$ cat src/rtl/outbuf_pkg.sv
// Shared types and helpers for the output-buffer read path.
// Used by the drain master and the psum-side loader.
package outbuf_pkg;

    localparam int DEF_DATA_WIDTH = 33;
    localparam int DEF_OUT_WIDTH  = 16;
    localparam int DEF_CNT_WIDTH  = 8;

    typedef enum logic [1:0] {
        IDLE  = 2'd0,
        DRAIN = 2'd1,
        FIN   = 2'd2
    } drain_state_t;

    // Clip a signed partial sum to the output range; returns {sat, data}.
    function automatic logic [DEF_OUT_WIDTH:0] sat_to_out(
        input logic [DEF_DATA_WIDTH-1:0] din
    );
        logic signed [DEF_DATA_WIDTH-1:0] v;
        logic signed [DEF_DATA_WIDTH-1:0] hi;
        logic signed [DEF_DATA_WIDTH-1:0] lo;
        v  = din;
        hi = {{(DEF_DATA_WIDTH-DEF_OUT_WIDTH+1){1'b0}},
              {(DEF_OUT_WIDTH-1){1'b1}}};
        lo = ~hi;
        if (v > hi)
            sat_to_out = {2'b10, {(DEF_OUT_WIDTH-1){1'b1}}};
        else if (v < lo)
            sat_to_out = {2'b11, {(DEF_OUT_WIDTH-1){1'b0}}};
        else
            sat_to_out = {1'b0, din[DEF_OUT_WIDTH-1:0]};
    endfunction

endpackage

$ cat src/rtl/drain_skid_fifo.sv
// Small synchronous result FIFO between the saturator and the host stream.
// Head data reads as zero while empty so the stream outputs idle at 0.
module drain_skid_fifo #(
    parameter int WIDTH = 17,
    parameter int DEPTH = 2
) (
    input  logic                     clk,
    input  logic                     rst,
    input  logic                     push,
    input  logic [WIDTH-1:0]         push_data,
    input  logic                     pop,
    output logic [WIDTH-1:0]         pop_data,
    output logic                     empty,
    output logic [$clog2(DEPTH):0]   occupancy
);

    localparam int AW = $clog2(DEPTH);

    logic [WIDTH-1:0] mem [DEPTH];
    logic [AW-1:0]    wr_ptr;
    logic [AW-1:0]    rd_ptr;
    logic [AW:0]      count;

    // Storage array; contents need no reset since count gates reads.
    always_ff @(posedge clk) begin
        if (push)
            mem[wr_ptr] <= push_data;
    end

    // Pointer and occupancy bookkeeping; push+pop leaves count unchanged.
    always_ff @(posedge clk) begin
        if (rst) begin
            wr_ptr <= '0;
            rd_ptr <= '0;
            count  <= '0;
        end else begin
            if (push)
                wr_ptr <= wr_ptr + 1'b1;
            if (pop)
                rd_ptr <= rd_ptr + 1'b1;
            unique case ({push, pop})
                2'b10:   count <= count + 1'b1;
                2'b01:   count <= count - 1'b1;
                default: count <= count;
            endcase
        end
    end

    assign empty     = (count == '0);
    assign occupancy = count;
    assign pop_data  = empty ? '0 : mem[rd_ptr];

endmodule

$ cat src/rtl/outbuf_drain.sv
// Read-side master for the accelerator output buffer: pops a fixed number
// of words, saturates them and streams them to the host collector.
module outbuf_drain
    import outbuf_pkg::*;
#(
    parameter int DATA_WIDTH = DEF_DATA_WIDTH,
    parameter int OUT_WIDTH  = DEF_OUT_WIDTH,
    parameter int CNT_WIDTH  = DEF_CNT_WIDTH,
    parameter int SKID_DEPTH = 2
) (
    input  logic                  clk,
    input  logic                  rst,
    input  logic                  start,
    input  logic [CNT_WIDTH-1:0]  expected_count,
    input  logic                  outbuf_empty,
    input  logic [DATA_WIDTH-1:0] outbuf_dout,
    output logic                  outbuf_ren,
    output logic                  res_valid,
    input  logic                  res_ready,
    output logic [OUT_WIDTH-1:0]  res_data,
    output logic                  res_sat,
    output logic                  busy,
    output logic                  done,
    output logic [CNT_WIDTH-1:0]  sat_count
);

    localparam int AW = $clog2(SKID_DEPTH);

    drain_state_t         state;
    logic [CNT_WIDTH-1:0] target;
    logic [CNT_WIDTH-1:0] issued;
    logic [CNT_WIDTH-1:0] accepted;
    logic                 inflight;
    logic                 hs;
    logic                 skid_empty;
    logic [AW:0]          occupancy;
    logic [AW+1:0]        credit_used;
    logic [OUT_WIDTH:0]   sat_word;
    logic [OUT_WIDTH:0]   head;

    assign hs        = res_valid & res_ready;
    assign res_valid = !skid_empty;
    assign res_sat   = head[OUT_WIDTH];
    assign res_data  = head[OUT_WIDTH-1:0];
    assign sat_word  = sat_to_out(outbuf_dout);

    // Slots already claimed: stored words plus the word in flight, less
    // the one leaving this cycle, which keeps one word per cycle sustained.
    assign credit_used = {1'b0, occupancy}
                       + {{(AW+1){1'b0}}, inflight}
                       - {{(AW+1){1'b0}}, hs};

    assign outbuf_ren = (state == DRAIN)
                      && !outbuf_empty
                      && (issued < target)
                      && (credit_used < (AW+2)'(SKID_DEPTH));

    drain_skid_fifo #(
        .WIDTH (OUT_WIDTH + 1),
        .DEPTH (SKID_DEPTH)
    ) u_skid (
        .clk       (clk),
        .rst       (rst),
        .push      (inflight),
        .push_data (sat_word),
        .pop       (hs),
        .pop_data  (head),
        .empty     (skid_empty),
        .occupancy (occupancy)
    );

    // Job FSM with issue/accept counters and registered status outputs.
    always_ff @(posedge clk) begin
        if (rst) begin
            state     <= IDLE;
            target    <= '0;
            issued    <= '0;
            accepted  <= '0;
            inflight  <= 1'b0;
            busy      <= 1'b0;
            done      <= 1'b0;
            sat_count <= '0;
        end else begin
            inflight <= outbuf_ren;
            done     <= 1'b0;
            if (outbuf_ren)
                issued <= issued + 1'b1;
            if (hs) begin
                accepted <= accepted + 1'b1;
                if (res_sat && sat_count != '1)
                    sat_count <= sat_count + 1'b1;
            end
            unique case (state)
                IDLE: begin
                    if (start) begin
                        target    <= expected_count;
                        issued    <= '0;
                        accepted  <= '0;
                        sat_count <= '0;
                        busy      <= 1'b1;
                        state     <= (expected_count == '0) ? FIN : DRAIN;
                    end
                end
                DRAIN: begin
                    if (hs && (accepted + 1'b1) == target)
                        state <= FIN;
                end
                FIN: begin
                    done  <= 1'b1;
                    busy  <= 1'b0;
                    state <= IDLE;
                end
                default: state <= IDLE;
            endcase
        end
    end

endmodule

$ cat config.mk
export PLATFORM = sky130hd
export DESIGN_NAME = outbuf_drain
export DESIGN_NICKNAME = d
export VERILOG_FILES = /design/src/rtl/outbuf_pkg.sv /design/src/rtl/drain_skid_fifo.sv /design/src/rtl/outbuf_drain.sv
export SDC_FILE = /design/constraint.sdc
export NUM_CORES = 1
export LEC_CHECK = 0
export CAP_MARGIN = 20
export CORE_MARGIN = 3
export CORE_UTILIZATION = 45
export DETAILED_ROUTE_END_ITERATION = 8
export MAX_ROUTING_LAYER = met4
export PLACE_DENSITY = 0.8
export SLEW_MARGIN = 40
export SYNTH_ARGS = -nofsm -noshare
export SYNTH_HDL_FRONTEND = slang
export SYNTH_SLANG_ARGS = --single-unit
$ cat constraint.sdc
create_clock -name clk -period 2.15 [get_ports clk]
set_input_delay 0.215 -clock clk [delete_from_list [all_inputs] [get_ports clk]]
set_output_delay 0.215 -clock clk [all_outputs]
set_load 0.02 [all_outputs]
==> impl_metrics.tcl <==
set metrics [dict create \
    seq_area_frac_synth 0.497 \
    io_buffers 74 \
    finalInstanceArea_um2 5150 \
    rows 32 \
    ys.flop_type "dfxtp_1" \
    ir_worst_vdd_uv 395 \
    nets 547 \
    syn_to_final_growth_pct 37.5 \
    ys_async_sr_fraction 0 \
    initial_utilization 0.475 \
    insertion_delay_ns 0.34 \
    synth_edf_count 34 \
    worst_pin_slew_ns 0.440 \
    synth_area_leader_cell "edfxtp_1" \
    tns_ns -0.0207 \
    slew_headroom 0.705 \
    violations "setup timing" \
    antenna_found_initial 0 \
    fillCellCount 642 \
    clk_pin_slew_ns 0.08 \
    grt_setup_unrepaired "yes" \
    arrival_ns 1.95 \
    synthesis.area_um2 3750 \
    overflow 0 \
    multi_input_area_um2 1860 \
    clock-sinks 76 \
    cts_buffers 9 \
    cp.required_ns 1.93 \
    drtPass1Iterations 5 \
    die_w_um 97.2 \
    core_area_um2 7890 \
    netlist_top_cells_count "86 x nor2_1, 42 x dfxtp_1, 34 x edfxtp_1, 24 x a21oi_1, 20 x mux2i_1" \
    grt_pass1_vias 3108 \
    wl_per_cell_um 14.3 \
    pre_cts_ws_ns -0.549 \
    syn-num-nets 447 \
    fin_crit_sh 1.01 \
    via_count 3195 \
    via_per_inst 5.35 \
    synth_most_common_cell "nor2_1" \
    routabilityCongestion 0.859 \
    r2r_setup_slack_ns 0 \
    synthCells 390 \
    netlist.area_leader.share 0.273 \
    final_util 0.653 \
    grt_pass1_wl_um 14200 \
    grt_max_degree 24 \
    synth_cell_types 50 \
    start_kind "flop" \
    grt_use_total 0.187 \
    yosys_warnings 0 \
    skew_ns 0.0120 \
    worst_slack_ns -0.0184 \
    path_max_fanout 3 \
    htreeDepth 3 \
    drv_cap 0 \
    ys_top_cells_by_area "edfxtp_1 27%, dfxtp_1 22%, nor2_1 8.6%" \
    p_total_mw 3.16 \
    synth_seq_cells 76 \
    synth_area_per_cell_um2 9.61 \
    endpoint_kind "output pin" \
    clock-root-buffer "clkbuf_8" \
    holdCritPathClass "in2reg" \
    maxClockFrequency_mhz 461 \
    diodes 0 \
    finalHoldViolCount 0 \
    final-seq-area_um2 1870 \
    status "finished, violations left" \
    pin_count 75 \
    wirelength_um 8560 \
    postRouteAntennaNets 0 \
    die_h_um 97.2 \
    drtIter0Drc 134 \
    dpl.hpwl_um 6270 \
    placed_area_um2 4750 \
    drc 0 \
    drive_gt1_frac 0.172 \
    tritoncts "yes" \
    dieArea_um2 9460 \
    cts_buffer_depth 2 \
    power.density_nw_per_um2 613 \
    setup_viol 2 \
    crit_type "reg2out" \
    period_needed_ns 2.17 \
    p_leak_nw 1.83 \
    finalMaxSlewViolations 0 \
]
-- routing by layer --
layer | vias to the layer above | wire length, um | share of wire | GRT usage
li1 | 1591 | - | - | -
met1 | 1503 | 3540 | 0.41 | 0.218
met2 | 85 | 4530 | 0.53 | 0.327
met3 | 16 | 341 | 0.040 | 0.0345
met4 | 0 | 144 | 0.017 | 0.0607
met5 | - | 0 | 0 | -
-- stage by stage --
| stage | hold slack (ns) | std cells |
|---|---|---|
| final | 0.493 | 597 |
| after floorplan | 0.354 | 390 |
| after global placement | 0.473 | 573 |
| after global routing | 0.503 | 597 |
| after detailed placement | 0.502 | 573 |
| after CTS | 0.461 | 594 |
-- layout make-up --
class	count	share of cell area
Inverter	18	0.0131
Sequential cell	76	0.362
Tap cell	102	0.0248
Timing Repair Buffer	108	0.202
Clock buffer	12	0.0282
Multi-Input combinational cell	277	0.360
Clock inverter	4	0.00947
-- layout by cell type (no fill, tap or decap), types with 5 or more instances in the layout --
cell / instances
nor2_1: 84
clkdlybuf4s50_1: 69
dfxtp_1: 39
edfxtp_1: 34
buf_4: 27
a21oi_1: 21
mux2i_1: 20
inv_1: 17
xnor2_1: 14
nand2_1: 13
clkbuf_8: 10
nand4_1: 9
nor3_1: 9
ha_1: 9
o21ai_0: 7
nand3_1: 7
nor4_1: 6
buf_6: 6
and2_1: 5
and3_1: 5
xor2_1: 5
-- cells by family (layout without fill, tap and decap cells) --
logic type	count (synthesis)	count (layout)	synth area share
compound gates	61	61	0.115
simple gates	165	165	0.210
fa+ha+maj	11	11	0.0387
xor+xnor	20	20	0.0468
mux	20	20	0.0534
buf+inv	37	142	0.0387
flops	76	76	0.497
-- critical path: stages (launching register included) --
cell and delay [ns]:
dfxtp_2 0.33, nand2b_4 0.14, nor2_4 0.11, o21ai_2 0.07
fa_2 0.53, nand4_1 0.14, nor2_2 0.16, buf_6 0.13
-- flip-flops by register name, summed over array words and instances (netlist names), named ones only --
signal	count
busy	1
issued	8
u_skid.mem	34
state	2
accepted	8
u_skid.rd_ptr	1
done	1
sat_count	8
target	8
inflight	1
u_skid.occupancy	2
u_skid.wr_ptr	1
-- path summary, 6_finish.rpt --
check | cells after the start | to | startpoint
max reg2reg | 9 | issued[1] | u_skid.occupancy[0]
min reg2reg | 2 | issued[4] | issued[4]
max | 7 | outbuf_ren | u_skid.occupancy[0]
min | 4 | u_skid.occupancy[1] | res_ready
-- report_power, final --
group          internal (mW)  switching [mW]  leakage (nW)  total, mW
Combinational          0.266           0.262          1.08      0.528
Sequential              1.54          0.0168         0.650       1.56
Clock                  0.567           0.504         0.100       1.07
Total                   2.37           0.783          1.83       3.16
-- what timing repair did --
action,CTS,global route
setup endpoints to repair,9,26
endpoints found under the hold margin,0,0
hold buffers,0,0
cloned,0,0
pin swaps,19,8
gates resized for setup,24,19
buffers inserted,5,3
(Power assumes the default switching activity.)
